File: src/rtl/sram_rd_streamer.sv
// Read initiator for the single-port SRAM wrapper: streams a run of words out over valid/ready.
// Optional per-run address stride is enabled with `define SRAM_RD_STRIDE_EN.
module sram_rd_streamer #(
  parameter int DW    = 64,
  parameter int MW    = 8,
  parameter int AW    = 12,
  parameter int DEPTH = 4
) (
  input  logic          clk,
  input  logic          rst_n,
  input  logic          start,
  input  logic [AW-1:0] base_addr,
  input  logic [AW:0]   len,
`ifdef SRAM_RD_STRIDE_EN
  input  logic [AW-1:0] stride,
`endif
  output logic          busy,
  output logic          done,
  output logic          sram_cs,
  output logic          sram_we,
  output logic [MW-1:0] sram_wem,
  output logic [AW-1:0] sram_addr,
  input  logic [DW-1:0] sram_dout,
  output logic          out_valid,
  output logic [DW-1:0] out_data,
  input  logic          out_ready
);

  localparam int PW = (DEPTH > 1) ? $clog2(DEPTH) : 1;
  localparam int CW = $clog2(DEPTH + 1);

  typedef enum logic [1:0] {
    IDLE  = 2'd0,
    RUN   = 2'd1,
    DRAIN = 2'd2
  } state_t;

  state_t          state_q, state_d;
  logic            accept;
  logic            pop;
  logic            push;
  logic            last_pop;
  logic            credit_ok;
  logic            done_d;
  logic [AW-1:0]   step;
  logic [AW-1:0]   next_addr_q;
  logic [AW-1:0]   last_addr_q;
  logic [AW:0]     issue_left_q;
  logic [AW:0]     pop_left_q;
  logic            inflight_q;
  logic            done_q;

  logic [DW-1:0]   mem [DEPTH];
  logic [PW-1:0]   wr_ptr_q, rd_ptr_q;
  logic [CW-1:0]   cnt_q;

  function automatic logic [PW-1:0] ptr_inc(input logic [PW-1:0] p);
    return (p == PW'(DEPTH - 1)) ? '0 : p + PW'(1);
  endfunction

`ifdef SRAM_RD_STRIDE_EN
  logic [AW-1:0] stride_q;
  assign step = stride_q;
`else
  assign step = AW'(1);
`endif

  assign sram_we   = 1'b0;
  assign sram_wem  = '0;
  assign busy      = (state_q != IDLE);
  assign done      = done_q;
  assign push      = inflight_q;
  assign out_valid = (cnt_q != '0);
  assign out_data  = out_valid ? mem[rd_ptr_q] : '0;
  assign pop       = out_valid & out_ready;

  // Credit uses registered occupancy only; a pop in the same cycle is not counted.
  assign credit_ok = ({1'b0, cnt_q} + {{CW{1'b0}}, inflight_q}) < (CW+1)'(DEPTH);

  // Show the address being read while issuing, otherwise keep the last issued one.
  assign sram_addr = sram_cs ? next_addr_q : last_addr_q;

  // NOTE: every signal assigned in this always_comb gets a default first, so no latch is inferred.
  always_comb begin
    state_d  = state_q;
    accept   = 1'b0;
    sram_cs  = 1'b0;
    last_pop = 1'b0;
    done_d   = 1'b0;
    case (state_q)
      IDLE: begin
        accept = start & ~done_q;
        if (accept) begin
          if (len == '0) done_d  = 1'b1;
          else           state_d = RUN;
        end
      end
      RUN, DRAIN: begin
        sram_cs  = (state_q == RUN) && (issue_left_q != '0) && credit_ok;
        last_pop = pop && (pop_left_q == (AW+1)'(1));
        if (last_pop) begin
          state_d = IDLE;
          done_d  = 1'b1;
        end else if (state_q == RUN && issue_left_q == '0) begin
          state_d = DRAIN;
        end
      end
      default: state_d = IDLE;
    endcase
  end

  // NOTE: sequential state uses non-blocking assignments so all registers update from pre-edge values.
  always_ff @(posedge clk or negedge rst_n) begin
    if (!rst_n) begin
      state_q <= IDLE;
      done_q  <= 1'b0;
    end else begin
      state_q <= state_d;
      done_q  <= done_d;
    end
  end

  always_ff @(posedge clk or negedge rst_n) begin
    if (!rst_n) begin
      next_addr_q  <= '0;
      last_addr_q  <= '0;
      issue_left_q <= '0;
      pop_left_q   <= '0;
      inflight_q   <= 1'b0;
`ifdef SRAM_RD_STRIDE_EN
      stride_q     <= '0;
`endif
    end else begin
      inflight_q <= sram_cs;
      if (accept) begin
        next_addr_q  <= base_addr;
        issue_left_q <= len;
        pop_left_q   <= len;
`ifdef SRAM_RD_STRIDE_EN
        stride_q     <= stride;
`endif
      end else begin
        if (sram_cs) begin
          next_addr_q  <= next_addr_q + step;
          last_addr_q  <= next_addr_q;
          issue_left_q <= issue_left_q - (AW+1)'(1);
        end
        if (pop) pop_left_q <= pop_left_q - (AW+1)'(1);
      end
    end
  end

  // NOTE: the storage array is not reset; cnt_q gates visibility, and out_data reads 0 while empty.
  always_ff @(posedge clk) begin
    if (push) mem[wr_ptr_q] <= sram_dout;
  end

  always_ff @(posedge clk or negedge rst_n) begin
    if (!rst_n) begin
      wr_ptr_q <= '0;
      rd_ptr_q <= '0;
      cnt_q    <= '0;
    end else begin
      if (push) wr_ptr_q <= ptr_inc(wr_ptr_q);
      if (pop)  rd_ptr_q <= ptr_inc(rd_ptr_q);
      case ({push, pop})
        2'b10:   cnt_q <= cnt_q + CW'(1);
        2'b01:   cnt_q <= cnt_q - CW'(1);
        default: cnt_q <= cnt_q;
      endcase
    end
  end

endmodule

File: config.mk
export PLATFORM = sky130hd
export DESIGN_NAME = sram_rd_streamer
export DESIGN_NICKNAME = d
export VERILOG_FILES = /design/src/rtl/sram_rd_streamer.sv
export SDC_FILE = /design/constraint.sdc
export NUM_CORES = 1
export LEC_CHECK = 0
export BUFFER_PORTS_ARGS = -buffer_cell sky130_fd_sc_hd__buf_4
export CORE_MARGIN = 2
export CORE_UTILIZATION = 52
export CTS_CLUSTER_DIAMETER = 50
export DETAILED_ROUTE_END_ITERATION = 6
export PLACE_DENSITY = 0.76
export SETUP_SLACK_MARGIN = 0.4
export SLEW_MARGIN = 20
export SYNTH_ARGS = -nofsm -noshare
export SYNTH_HDL_FRONTEND = slang
export SYNTH_SLANG_ARGS = --single-unit
File: constraint.sdc
create_clock -name clk -period 2.6 [get_ports clk]
set_input_delay 0 -clock clk [delete_from_list [all_inputs] [get_ports clk]]
set_output_delay 0 -clock clk [all_outputs]
set_load 0.01 [all_outputs]
* Word-level counts from Yosys, hierarchy flattened
Memories as Yosys holds them, arrays and structs flattened. Index checks and enable logic that the tools add are counted.
Word-level totals: bits in writable memories 256, output and inout bits 89, input port bits 93, memories 1, flip-flop bits (word level) 61
Memory list:
- mem | depth 4, bits a word 64, read ports 1, clocked after Yosys merged registers in 0, wr ports 1, RTL line 53 | logic [DW-1:0] mem [DEPTH];
Operators by class: reductions and logical operators 15, add/subtract/negate cells 8, bitwise logic cells 3, order comparisons 1, mux-type cells 24, equality and inequality tests 10
Operator list (count):
- $mux W64 | 1
- $mux W13 | 4
- $mux W12 | 3
- $logic_not A13 Y1 | 2
- $sub A13 B1 Y13 const B | 2
- $eq A13 B1 Y1 const B | 1
- $reduce_bool A13 Y1 | 1
- $add A12 B1 Y12 const B | 1
- $mux W2 | 6
- $eq A2 B2 Y1 const B | 4
- $reduce_bool A2 Y1 | 4
- $mux W1 | 7
- $pmux W3 S2 | 1
- $add A2 B1 Y2 const B | 2
- $add A3 B1 Y4 | 1
- $eq A2 B1 Y1 const B | 2
- $logic_and A1 B1 Y1 | 4
- $lt A4 B3 Y1 const B | 1
- $ne A2 B2 Y1 const B | 2
- $pmux W2 S2 | 1
- $add A3 B1 Y3 const B | 1
- $ne A3 B3 Y1 const B | 1
- $reduce_and A3 Y1 | 1
- $reduce_bool A3 Y1 | 1
- 6 further kinds | 7

* Logic depth before layout (Yosys ltp)
word-level depth 6, depth in mapped cells 10, depth with buffers taken out 9

* Worst setup path after synthesis
Ideal clock, no wire load.
path type flip-flop to flip-flop, from reg wr_ptr_q[0], to mem mem[0][0] (enable), stages on the path, launching flop included 4, clock period less this slack 2.552 ns, data required time 2.171 ns, setup slack 0.048 ns, library setup time 0.429 ns, data arrival time 2.123 ns, path through dfrtp_1 inv_1 ha_1 and2_1
RTL lines:
- from (decl) | RTL line 54 | logic [PW-1:0] wr_ptr_q, rd_ptr_q;
- from (signal assigned) | RTL line 164 | if (push) wr_ptr_q <= ptr_inc(wr_ptr_q);
- to (decl) | RTL line 53
No word-level cell before the write port.

* Worst setup path in the final report
from reg issue_left_q[1], to out sram_addr[1]
Between the ends: longest elaborated chain between the ends 5
RTL lines:
- from (decl) | RTL line 48 | logic [AW:0] issue_left_q;
- from (signal assigned) | RTL line 137 | issue_left_q <= len;
- from (signal assigned) | RTL line 146 | issue_left_q <= issue_left_q - (AW+1)'(1);
- $reduce_bool A13 Y1 | RTL line 99 | sram_cs = (state_q == RUN) && (issue_left_q != '0) && credit_ok;
- $logic_and A1 B1 Y1 (2 in a row) | RTL line 99
- $mux W1 | RTL line 90 | case (state_q)
- $mux W12
- to (decl) | RTL line 22 | output logic [AW-1:0] sram_addr,
No other way between the ends.

==> impl_metrics.py <==
metrics = {
    "outcome": {
        "status": "complete, no violations",
    },
    "global_routing": {
        "grt_pass1_vias": 8416,
        "grt_pass1_wl_mm": 44.8,
        "gr-usage-all-layers_pct": 22.0,
        "grt_max_degree": 65,
        "antenna_found_initial": 0,
        "gr-total-overflow": 0,
    },
    "worst_setup_path": {
        "r2r_cells": 9,
        "critPathLaunch": "issue_left_q[1]",
        "critPathCaptureType": "output port",
        "r2r_setup_slack_ns": 0.21,
        "rr_startpoint": "issue_left_q[1]",
        "crit_fanout": 7,
        "timing.rr.end": "last_addr_q[3]",
        "crit_type": "reg -> out",
        "crit_path_start_kind": "flip-flop",
        "crit_path_end": "sram_addr[1]",
        "required_ns": 2.60,
        "cp_data_arrival_time_ns": 2.45,
    },
    "pwr": {
        "p_per_area_mw_per_mm2": 1060,
        "static-leakage-power_nw": 6.35,
        "peakVddDrop_mv": 0.782,
    },
    "synth": {
        "ys_async_sr_fraction_pct": 19.2,
        "synthSimpleGateAreaFrac_pct": 8.37,
        "muxShareOfSynthArea_pct": 12.4,
        "syn_inst": 789,
        "synth_warnings": 0,
        "synth_top_family_by_area": "multiplexers",
        "ys_types": 53,
        "synth_ff_type": "edfxtp_1",
        "synth_xor_area_share_pct": 2.33,
        "synthAdderAreaFrac_pct": 1.48,
        "synth.avg_cell_area_um2": 16.7,
        "ys_seq_area_share_pct": 69.9,
        "synth-compound-area-share_pct": 3.32,
        "ys_ff_latch": 317,
        "syn_area_mm2": 0.0132,
        "synth_edf_count": 256,
    },
    "route": {
        "post_drt_via_cell_ratio": 5.45,
        "wire_per_inst_um": 19.8,
        "wl_mm": 28.8,
        "drt_iter0_drc": 536,
        "drc": 0,
        "dr_total_vias": 7912,
        "ant_nets": 0,
        "first_pass_iters": 5,
    },
    "cts": {
        "cts-root-buf": "clkbuf_16",
        "cts_num_sinks": 317,
        "cts_tree": "yes",
        "path_clk_slew_ns": 0.06,
        "clock_latency_ns": 0.50,
        "numCtsBuffers": 34,
        "cts_buffer_depth": 3,
        "cts_max_level": 2,
    },
    "placed_design": {
        "placed_area_mm2": 0.0150,
        "place_congestion": 0.822,
        "dpl.hpwl_mm": 16.9,
        "io_buffers": 172,
    },
    "sta": {
        "final-setup-viol-count": 0,
        "finalCritPeriodShare_pct": 94.1,
        "max_freq_ghz": 0.409,
        "grt_setup_unrepaired": "yes",
        "final.setup_skew_ns": 0.00691,
        "finalCriticalPeriod_ns": 2.45,
        "relSlewSlack_pct": 46.4,
        "drv_slew": 0,
        "worst_pin_slew_ns": 0.803,
        "hold_viol": 0,
        "finalSetupTns_ns": 0,
    },
    "finish": {
        "drive_gt1_share_pct": 33.6,
        "num_antenna_cells": 0,
        "final_cell_area_mm2": 0.0173,
        "regArea_mm2": 0.00922,
        "final_common_cell": "edfxtp_1",
        "nFillCells": 1596,
        "area_growth_pct": 31.5,
        "layout_common_cells": "edfxtp_1 (256), buf_4 (196), dlygate4sd3_1 (91), and2_1 (65), mux4_2 (64)",
        "finalNetCount": 1205,
        "utilization_pct": 69.2,
        "multi_input_area_mm2": 0.00384,
    },
    "floorplan": {
        "rows": 58,
        "num_io_pins": 182,
        "fp.dieW_um": 163,
        "die_area_mm2": 0.0266,
        "core-area_mm2": 0.0250,
        "die_h_um": 163,
        "start_util_pct": 52.7,
    },
    "run": {
        "drv_cap": 0,
    },
    "hold_path": {
        "min_path_type": "in -> reg",
    },
}
how the worst min path moves through the flow:
stage / slack [ns] / endpoint / start / depth (start not counted)
6_report: 0.10 / state_q[0] / start / 5
5_1_grt: 0.1 / state_q[0] / start / 5
4_1_cts: 0.08 / state_q[0] / start / 5
3_5_place_dp: 0.14 / last_addr_q[7] / rst_n / 1
3_3_place_gp: 0.13 / last_addr_q[7] / rst_n / 1
2_1_floorplan: -0.30 / cnt_q[0] / rst_n / 0
metrics by stage:
step / power [mW] / std cells / hold WS [ns] / setup WS (ns)
2_1_floorplan: 10.7 / 797 / -0.296 / 0.453
3_3_place_gp: 13.2 / 1276 / 0.130 / 0.415
3_5_place_dp: 13.3 / 1276 / 0.137 / 0.357
4_1_cts: 18.4 / 1447 / 0.0797 / 0.221
5_1_grt: 19.4 / 1452 / 0.0984 / 0.0963
6_report: 18.4 / 1452 / 0.104 / 0.154
what timing repair did:
action | CTS | global route
hold buffers | 91 | 0
pin swaps | 9 | 5
endpoints found under the hold margin | 356 | 0
resized for setup | 18 | 29
setup buffers | 17 | 5
gates cloned | 2 | 0
endpoints found under the setup margin | 90 | 35
layer usage:
| layer | up-vias | global-route usage, % | routed length, um |
|---|---|---|---|
| met5 | - | 0 | 0 |
| met2 | 236 | 37.9 | 14700 |
| met1 | 4011 | 27.5 | 11500 |
| met4 | 0 | 8.00 | 887 |
| li1 | 3601 | - | - |
| met3 | 64 | 4.88 | 1600 |
power breakdown:
| part | switching, mW | internal [mW] | leakage, nW | total, mW |
|---|---|---|---|---|
| registers | 0.584 | 6.37 | 3.03 | 6.95 |
| logic | 3.22 | 3.70 | 2.82 | 6.92 |
| clock network | 1.86 | 2.69 | 0.508 | 4.54 |
synthesized netlist by cell type (all sizes together), types with 2 or more instances:
cell / count / area (um^2)
or3: 6 / 42.5
nand3b: 2 / 15.0
buf: 20 / 128
nand4b: 3 / 26.3
mux4: 64 / 1440
clkbuf: 26 / 98.8
ha: 14 / 175
xnor2: 25 / 219
or4: 2 / 15.0
and2: 70 / 438
a211oi: 7 / 52.6
a2111oi: 4 / 35.0
o211ai: 2 / 15.0
a21o: 2 / 15.0
mux2: 13 / 184
o21ai: 15 / 86.3
and3: 4 / 25.0
a21oi: 32 / 160
nand3: 11 / 55.1
nor2b: 3 / 18.8
nor3: 7 / 35.0
nand2: 59 / 221
nand4: 4 / 25.0
nor2: 28 / 108
edfxtp: 256 / 7690
nor4: 6 / 43.8
xor2: 10 / 87.6
inv: 16 / 60.1
a31oi: 4 / 25.0
dfrtp: 61 / 1530
critical path, stage by stage (launching register included):
cell      delay, ns
dfrtp_1        0.39
inv_2          0.09
ha_4           0.16
nand2b_4       0.06
or4_4          0.51
o21ai_4        0.30
buf_6          0.19
nand2_1        0.06
nand2_1        0.08
buf_6          0.11
registers in the layout, indices dropped and copies added, names as in the netlist:
signal,flops
mem,256
issue_left_q,13
pop_left_q,13
last_addr_q,12
next_addr_q,12
cnt_q,3
rd_ptr_q,2
state_q,2
wr_ptr_q,2
done,1
inflight_q,1
cell type report:
class	count	share of cell area, %
sequential	317	53.2
multi-input combinational	418	22.1
timing repair buffer	310	15.8
clock buffer	48	5.33
tap	330	2.38
clock inverter	13	0.751
inverter	16	0.375
logic make-up after synthesis:
kind of cell,Yosys count
AOI/OAI and AO/OA,72
xor gates and xnor gates,35
adders and majority gates,15
buffers and inverters,62
DFF,317
muxes,78
other,1
and+or+nand+nor,209
Note: power is estimated with default switching activity, not from simulation.
